**config.mk**
```make
export PLATFORM = sky130hd
export DESIGN_NAME = volley_match_ctrl
export DESIGN_NICKNAME = d
export VERILOG_FILES = /design/src/rtl/volley_pkg.sv /design/src/rtl/set_history_buf.sv /design/src/rtl/volley_match_ctrl.sv
export SDC_FILE = /design/constraint.sdc
export NUM_CORES = 1
export LEC_CHECK = 0
export CORE_MARGIN = 1
export CORE_UTILIZATION = 63
export DETAILED_ROUTE_END_ITERATION = 6
export PLACE_DENSITY = 0.86
export SLEW_MARGIN = 20
export SYNTH_ARGS = -nofsm -noshare
export SYNTH_HDL_FRONTEND = slang
export SYNTH_SLANG_ARGS = --single-unit
```
**constraint.sdc**
```tcl
create_clock -name iCLK -period 9.6 [get_ports iCLK]
set_clock_uncertainty 0.15 [all_clocks]
set_input_delay 1.92 -clock iCLK [delete_from_list [all_inputs] [get_ports iCLK]]
set_output_delay 1.92 -clock iCLK [all_outputs]
set_load 0.1 [all_outputs]
```
**src/rtl/volley_pkg.sv**
```systemverilog
// Shared types and the set-closure rule for the volleyball match controller.
package volley_pkg;

  typedef enum logic {TEAM_A = 1'b0, TEAM_B = 1'b1} team_t;
  typedef enum logic {PLAY = 1'b0, OVER = 1'b1} state_t;

  // new_x is the scorer's post-increment score; the lead test never underflows.
  function automatic logic set_closed(input int unsigned new_x, input int unsigned other,
                                      input int unsigned target, input int unsigned margin);
    return (new_x >= target) && (new_x >= other) && ((new_x - other) >= margin);
  endfunction

endpackage

```
**src/rtl/set_history_buf.sv**
```systemverilog
// Final score of each completed set: one write port, asynchronous read port.
module set_history_buf #(
  parameter int unsigned DEPTH = 5,
  parameter int unsigned AW    = 3,
  parameter int unsigned DW    = 7
) (
  input  logic          clk_i,
  input  logic          we_i,
  input  logic [AW-1:0] waddr_i,
  input  logic [DW-1:0] wdata_a_i,
  input  logic [DW-1:0] wdata_b_i,
  input  logic [AW-1:0] raddr_i,
  output logic [DW-1:0] rdata_a_o,
  output logic [DW-1:0] rdata_b_o
);

  logic [DW-1:0] mem_a_q [DEPTH];
  logic [DW-1:0] mem_b_q [DEPTH];

  always_ff @(posedge clk_i) begin
    if (we_i) begin
      mem_a_q[waddr_i] <= wdata_a_i;
      mem_b_q[waddr_i] <= wdata_b_i;
    end
  end

  // Indices past the last set read as zero instead of an undefined entry.
  assign rdata_a_o = (32'(raddr_i) < DEPTH) ? mem_a_q[raddr_i] : '0;
  assign rdata_b_o = (32'(raddr_i) < DEPTH) ? mem_b_q[raddr_i] : '0;

endmodule

```
**src/rtl/volley_match_ctrl.sv**
```systemverilog
// Volleyball match controller: rally scoring, win-by-margin set closure, sets,
// serve possession, one-level undo and per-set score history.
module volley_match_ctrl
  import volley_pkg::*;
#(
  parameter int unsigned SETS_TO_WIN    = 3,
  parameter int unsigned SET_POINTS     = 25,
  parameter int unsigned DECIDER_POINTS = 15,
  parameter int unsigned WIN_MARGIN     = 2,
  parameter int unsigned SCORE_W        = 7,
  parameter int unsigned SET_W          = 3
) (
  input  logic               iCLK,
  input  logic               iRST_N,
  input  logic               point_a,
  input  logic               point_b,
  input  logic               undo,
  input  logic               new_match,
  input  logic [SET_W-1:0]   hist_idx,
  output logic [SCORE_W-1:0] score_a,
  output logic [SCORE_W-1:0] score_b,
  output logic [SET_W-1:0]   sets_a,
  output logic [SET_W-1:0]   sets_b,
  output logic [SET_W-1:0]   set_no,
  output logic               server,
  output logic               set_done,
  output logic               match_over,
  output logic               winner,
  output logic [SCORE_W-1:0] hist_a,
  output logic [SCORE_W-1:0] hist_b,
  output logic               hist_vld,
  output logic               err
);

  localparam int unsigned NSETS = 2 * SETS_TO_WIN - 1;

  state_t             state_q;
  logic [SCORE_W-1:0] score_a_q, score_b_q;
  logic [SET_W-1:0]   sets_a_q, sets_b_q, set_no_q, hist_cnt_q;
  logic               server_q, set_done_q, match_over_q, winner_q, err_q, undo_vld_q;
  team_t              last_scorer_q;

  team_t              scorer;
  logic [SCORE_W-1:0] cur_x, cur_o, score_x_d, wdata_a, wdata_b;
  logic [SET_W-1:0]   sets_x;
  logic               sat, closes, match_won, hist_we;
  int unsigned        target;

  assign scorer    = point_b ? TEAM_B : TEAM_A;
  assign cur_x     = point_b ? score_b_q : score_a_q;
  assign cur_o     = point_b ? score_a_q : score_b_q;
  assign sets_x    = point_b ? sets_b_q : sets_a_q;
  assign sat       = &cur_x;
  assign score_x_d = cur_x + SCORE_W'(1);
  assign target    = (set_no_q == SET_W'(NSETS)) ? DECIDER_POINTS : SET_POINTS;
  // Widened compare so the post-increment score is judged before any wrap.
  assign closes    = set_closed(32'(cur_x) + 32'd1, 32'(cur_o), target, WIN_MARGIN);
  assign match_won = (32'(sets_x) + 32'd1) == SETS_TO_WIN;

  assign hist_we = (state_q == PLAY) && !new_match && !undo && (point_a ^ point_b)
                   && !sat && closes;
  assign wdata_a = point_b ? score_a_q : score_x_d;
  assign wdata_b = point_b ? score_x_d : score_b_q;

  set_history_buf #(.DEPTH(NSETS), .AW(SET_W), .DW(SCORE_W)) u_hist (
    .clk_i     (iCLK),
    .we_i      (hist_we),
    .waddr_i   (set_no_q - SET_W'(1)),
    .wdata_a_i (wdata_a),
    .wdata_b_i (wdata_b),
    .raddr_i   (hist_idx),
    .rdata_a_o (hist_a),
    .rdata_b_o (hist_b)
  );

  always_ff @(posedge iCLK or negedge iRST_N) begin
    if (!iRST_N) begin
      state_q <= PLAY;       score_a_q <= '0;     score_b_q <= '0;
      sets_a_q <= '0;        sets_b_q <= '0;      set_no_q <= SET_W'(1);
      hist_cnt_q <= '0;      server_q <= 1'b0;    set_done_q <= 1'b0;
      match_over_q <= 1'b0;  winner_q <= 1'b0;    err_q <= 1'b0;
      undo_vld_q <= 1'b0;    last_scorer_q <= TEAM_A;
    end else if (new_match) begin
      state_q <= PLAY;       score_a_q <= '0;     score_b_q <= '0;
      sets_a_q <= '0;        sets_b_q <= '0;      set_no_q <= SET_W'(1);
      hist_cnt_q <= '0;      server_q <= 1'b0;    set_done_q <= 1'b0;
      match_over_q <= 1'b0;  winner_q <= 1'b0;    err_q <= 1'b0;
      undo_vld_q <= 1'b0;    last_scorer_q <= TEAM_A;
    end else begin
      set_done_q <= 1'b0;
      err_q      <= 1'b0;
      if (state_q == OVER) begin
        err_q <= point_a | point_b | undo;
      end else if (undo) begin
        if (undo_vld_q) begin
          if (last_scorer_q == TEAM_A) score_a_q <= score_a_q - SCORE_W'(1);
          else                         score_b_q <= score_b_q - SCORE_W'(1);
          undo_vld_q <= 1'b0;
        end else begin
          err_q <= 1'b1;
        end
      end else if (point_a && point_b) begin
        err_q <= 1'b1;
      end else if (point_a || point_b) begin
        if (sat) begin
          err_q <= 1'b1;
        end else if (closes) begin
          hist_cnt_q <= hist_cnt_q + SET_W'(1);
          score_a_q  <= '0;
          score_b_q  <= '0;
          undo_vld_q <= 1'b0;
          set_done_q <= 1'b1;
          server_q   <= set_no_q[0];
          if (scorer == TEAM_A) sets_a_q <= sets_a_q + SET_W'(1);
          else                  sets_b_q <= sets_b_q + SET_W'(1);
          if (match_won) begin
            state_q      <= OVER;
            match_over_q <= 1'b1;
            winner_q     <= (scorer == TEAM_B);
          end else begin
            set_no_q <= set_no_q + SET_W'(1);
          end
        end else begin
          if (scorer == TEAM_A) score_a_q <= score_x_d;
          else                  score_b_q <= score_x_d;
          server_q      <= (scorer == TEAM_B);
          last_scorer_q <= scorer;
          undo_vld_q    <= 1'b1;
        end
      end
    end
  end

  assign score_a    = score_a_q;
  assign score_b    = score_b_q;
  assign sets_a     = sets_a_q;
  assign sets_b     = sets_b_q;
  assign set_no     = set_no_q;
  assign server     = server_q;
  assign set_done   = set_done_q;
  assign match_over = match_over_q;
  assign winner     = winner_q;
  assign err        = err_q;
  assign hist_vld   = hist_idx < hist_cnt_q;

endmodule

```
==> flow_metrics.tcl <==
set metrics [dict create \
    start_util_pct 65.53 \
    syn_area_mm2 0.006083 \
    gr-usage-all-layers_pct 29.19 \
    cts_made_buffers 9 \
    slew_headroom_pct 33.42 \
    end_kind "flop" \
    path_cells "buf_2 > mux2i_1 > inv_1 > ha_1 > nand4_1 > a22oi_1 > xnor2_1 > ha_1 > a21o_1 > a31oi_1 > o221ai_1 > a2111o_1 > o211ai_4 > or3_1 > nor2_2" \
    slew_viol_final 0 \
    min_period_ns 6.960 \
    setup_tns_ns 0 \
    synth_cells 534 \
    maxCapViolations 0 \
    power_switching_share_pct 50.89 \
    synth_compound_area_share_pct 13.62 \
    vias_per_cell 6.552 \
    synthSimpleGateAreaFrac_pct 14.07 \
    ios 52 \
    synth_nets 563 \
    synth_top_family_by_area "simple AND/OR/NAND/NOR gates" \
    rows 35 \
    whs_ns 0.3611 \
    irDropWorstVdd_mv 0.3634 \
    wl_um 13850 \
    combPwrFrac_pct 56.0 \
    yosysTopAreaCell "edfxtp_1" \
    yosysWarningCount 0 \
    grt_max_degree 38 \
    synthDistinctLibCells 79 \
    cts_tree "yes" \
    htree_levels 3 \
    syn_avg_cell_area_um2 11.39 \
    die_y_um 100.3 \
    postCtsSetupRepairBufs 0 \
    clock_path_buffers 2 \
    ys_ff_latch 104 \
    p_seq_share_pct 31.6 \
    clk_pin_slew_ns 0.10 \
    rsz0062_at_grt "no" \
    postCtsHoldBufs 0 \
    finalCritPeriodShare_pct 72.50 \
    powerDensity_mw_per_mm2 320.6 \
    final_hold_viol_count 0 \
    yosys.area.top_type_share_pct 34.55 \
    status "completed" \
    yosys-top-cells-area "edfxtp_1, dfrtp_1, mux4_2" \
    critPathArrivalTime_ns 6.89 \
    path_class "input port to flop" \
    synthMuxAreaShare_pct 11.11 \
    synthAdderAreaFrac_pct 4.237 \
    fp.dieW_um 100.3 \
    cp_common_cell "ha_1" \
    layout_commonest_cell "edfxtp_1" \
    drtIter0Drc 485 \
    grt_pass1_vias 4394 \
    placed_cells 680 \
    ctsResizeCount 0 \
    vias 4560 \
    hold_path.class "flop to flop" \
    final_cell_mix "edfxtp_1, clkdlybuf4s50_1, nor2_1, dfrtp_1, nand2_1" \
    core_area_mm2 0.009284 \
    place.gp.congestion 0.8849 \
    wl_per_cell_um 19.89 \
    clock_latency_ns 0.37 \
    slowest_delay_ns 0.76 \
    yosysSeqAreaShare_pct 48.56 \
    drc 0 \
    die_area_mm2 0.01005 \
    antenna_found_initial 0 \
    ant_nets 0 \
    cp_max_fo 35 \
    tightest_slew_ns 0.9956 \
    instances_no_fill 696 \
    fmax_ghz 0.1437 \
    synth_xor_area_share_pct 3.455 \
    dp_hpwl_um 9616 \
    antenna_cells 0 \
    worst_setup_path_start_kind "input port" \
    ys_async_sr_fraction_pct 32.69 \
    syn_to_final_growth_pct 12.11 \
    cts.sinks 104 \
    portBuffers 51 \
    final_nets 591 \
    drive_gt1_share_pct 10.05 \
    switchingPower_mw 1.113 \
    ys.flop_type "edfxtp_1" \
    required_ns 9.53 \
    grt_pass1_wl_um 22280 \
    crit_slowest_cell "o211ai_4" \
    finalSetupViolCount 0 \
    dr.pass1.iters 6 \
    p_int_mw 1.074 \
    overflow 0 \
    clockRootBuffer "clkbuf_8" \
    power.leakage_nw 2.537 \
    p_clk_share_pct 12.5 \
    synth_edf_count 70 \
]
==> stage by stage <==
step                total power [mW]  utilization [%]  setup slack [ns]  cell area, um^2
global placement               1.848            71.06             2.402             6598
floorplan                      1.637                -             2.596             6083
global route                   2.296            73.46             2.291             6820
CTS                            2.161            73.38             2.468             6813
finish                         2.187            73.46             2.640             6820
detailed placement             1.886            71.16             2.213             6606
==> power groups by stage <==
stage / Clock, mW / Combinational, mW / Sequential, mW
2_1_floorplan: 0 / 0.773 / 0.864
3_3_place_gp: 0 / 1.16 / 0.689
3_5_place_dp: 0 / 1.19 / 0.692
4_1_cts: 0.276 / 1.20 / 0.683
5_1_grt: 0.295 / 1.30 / 0.697
6_report: 0.273 / 1.22 / 0.690
==> final timing paths <==
| path | startpoint | to | slack (ns) | cells after the start |
|---|---|---|---|---|
| setup / recovery | point_b | u_hist.mem_a_q[0][2] | 2.64 | 15 |
| hold / removal | match_over | match_over | 0.36 | 1 |
| setup reg to reg | score_b[0] | u_hist.mem_a_q[0][2] | 3.88 | 14 |
| hold reg to reg | match_over | match_over | 0.36 | 1 |
| max in group asynchronous | iRST_N | set_no[0] | 7.17 | 2 |
| min in group asynchronous | iRST_N | match_over | 1.80 | 2 |
==> cells in the mapped netlist (all sizes together), types with 4 or more instances <==
cell / count
nand4: 4
o21ai: 21
or3: 7
nand2: 29
a21oi: 25
nor3: 15
edfxtp: 70
nand3: 11
nor2: 37
a31oi: 12
o22ai: 7
nor4: 5
buf: 20
ha: 19
nor2b: 10
o31ai: 4
nand3b: 4
o211ai: 4
o2bb2ai: 4
xor2: 6
xnor2: 18
mux2i: 27
clkbuf: 18
nor3b: 7
inv: 25
mux2: 8
and3: 6
mux4: 14
dfrtp: 33
a21o: 5
==> layer usage <==
metal	GRT usage, %	wire length [um]	up-vias	share of wire [%]
li1	-	-	2084	-
met1	39.42	5723	2199	41
met2	47.58	6683	233	48
met3	6.058	1123	44	8.1
met4	9.588	315	0	2.3
met5	0	0	-	0
==> area by class of cell <==
type	count	area [um^2]
sequential	104	2954
multi-input combinational	366	2870
fill	652	2464
timing repair buffer	55	530.5
tap	129	161.4
clock buffer	10	148.9
inverter	26	97.59
clock inverter	6	57.56
==> flip-flops by register name (all words and copies together), names as in the netlist <==
| signal | flops |
|---|---|
| winner | 1 |
| set_done | 1 |
| set_no | 3 |
| state_q | 1 |
| match_over | 1 |
| score_a | 7 |
| u_hist.mem_a_q | 35 |
| sets_a | 3 |
| u_hist.mem_b_q | 35 |
| err | 1 |
| undo_vld_q | 1 |
| last_scorer_q | 1 |
| hist_cnt_q | 3 |
| score_b | 7 |
| server | 1 |
| sets_b | 3 |
==> worst max-delay path, delay by kind of cell <==
kind                     cells  cell delay, ns
AO/OA/AOI/OAI                6            2.07
AND/OR/NAND/NOR              3            1.04
adder cells (fa/ha/maj)      2            0.95
XOR/XNOR                     1            0.31
multiplexers                 1            0.17
buffers and inverters        2            0.40
==> cells by family (layout without fill, tap and decap cells) <==
logic type      Yosys count  after routing
compound gates          115            115
xor+xnor                 24             24
fa+ha+maj                20             20
buf+inv                  64             97
flops                   104            104
mux                      49             49
simple gates            158            158
(Power assumes the default switching activity.)
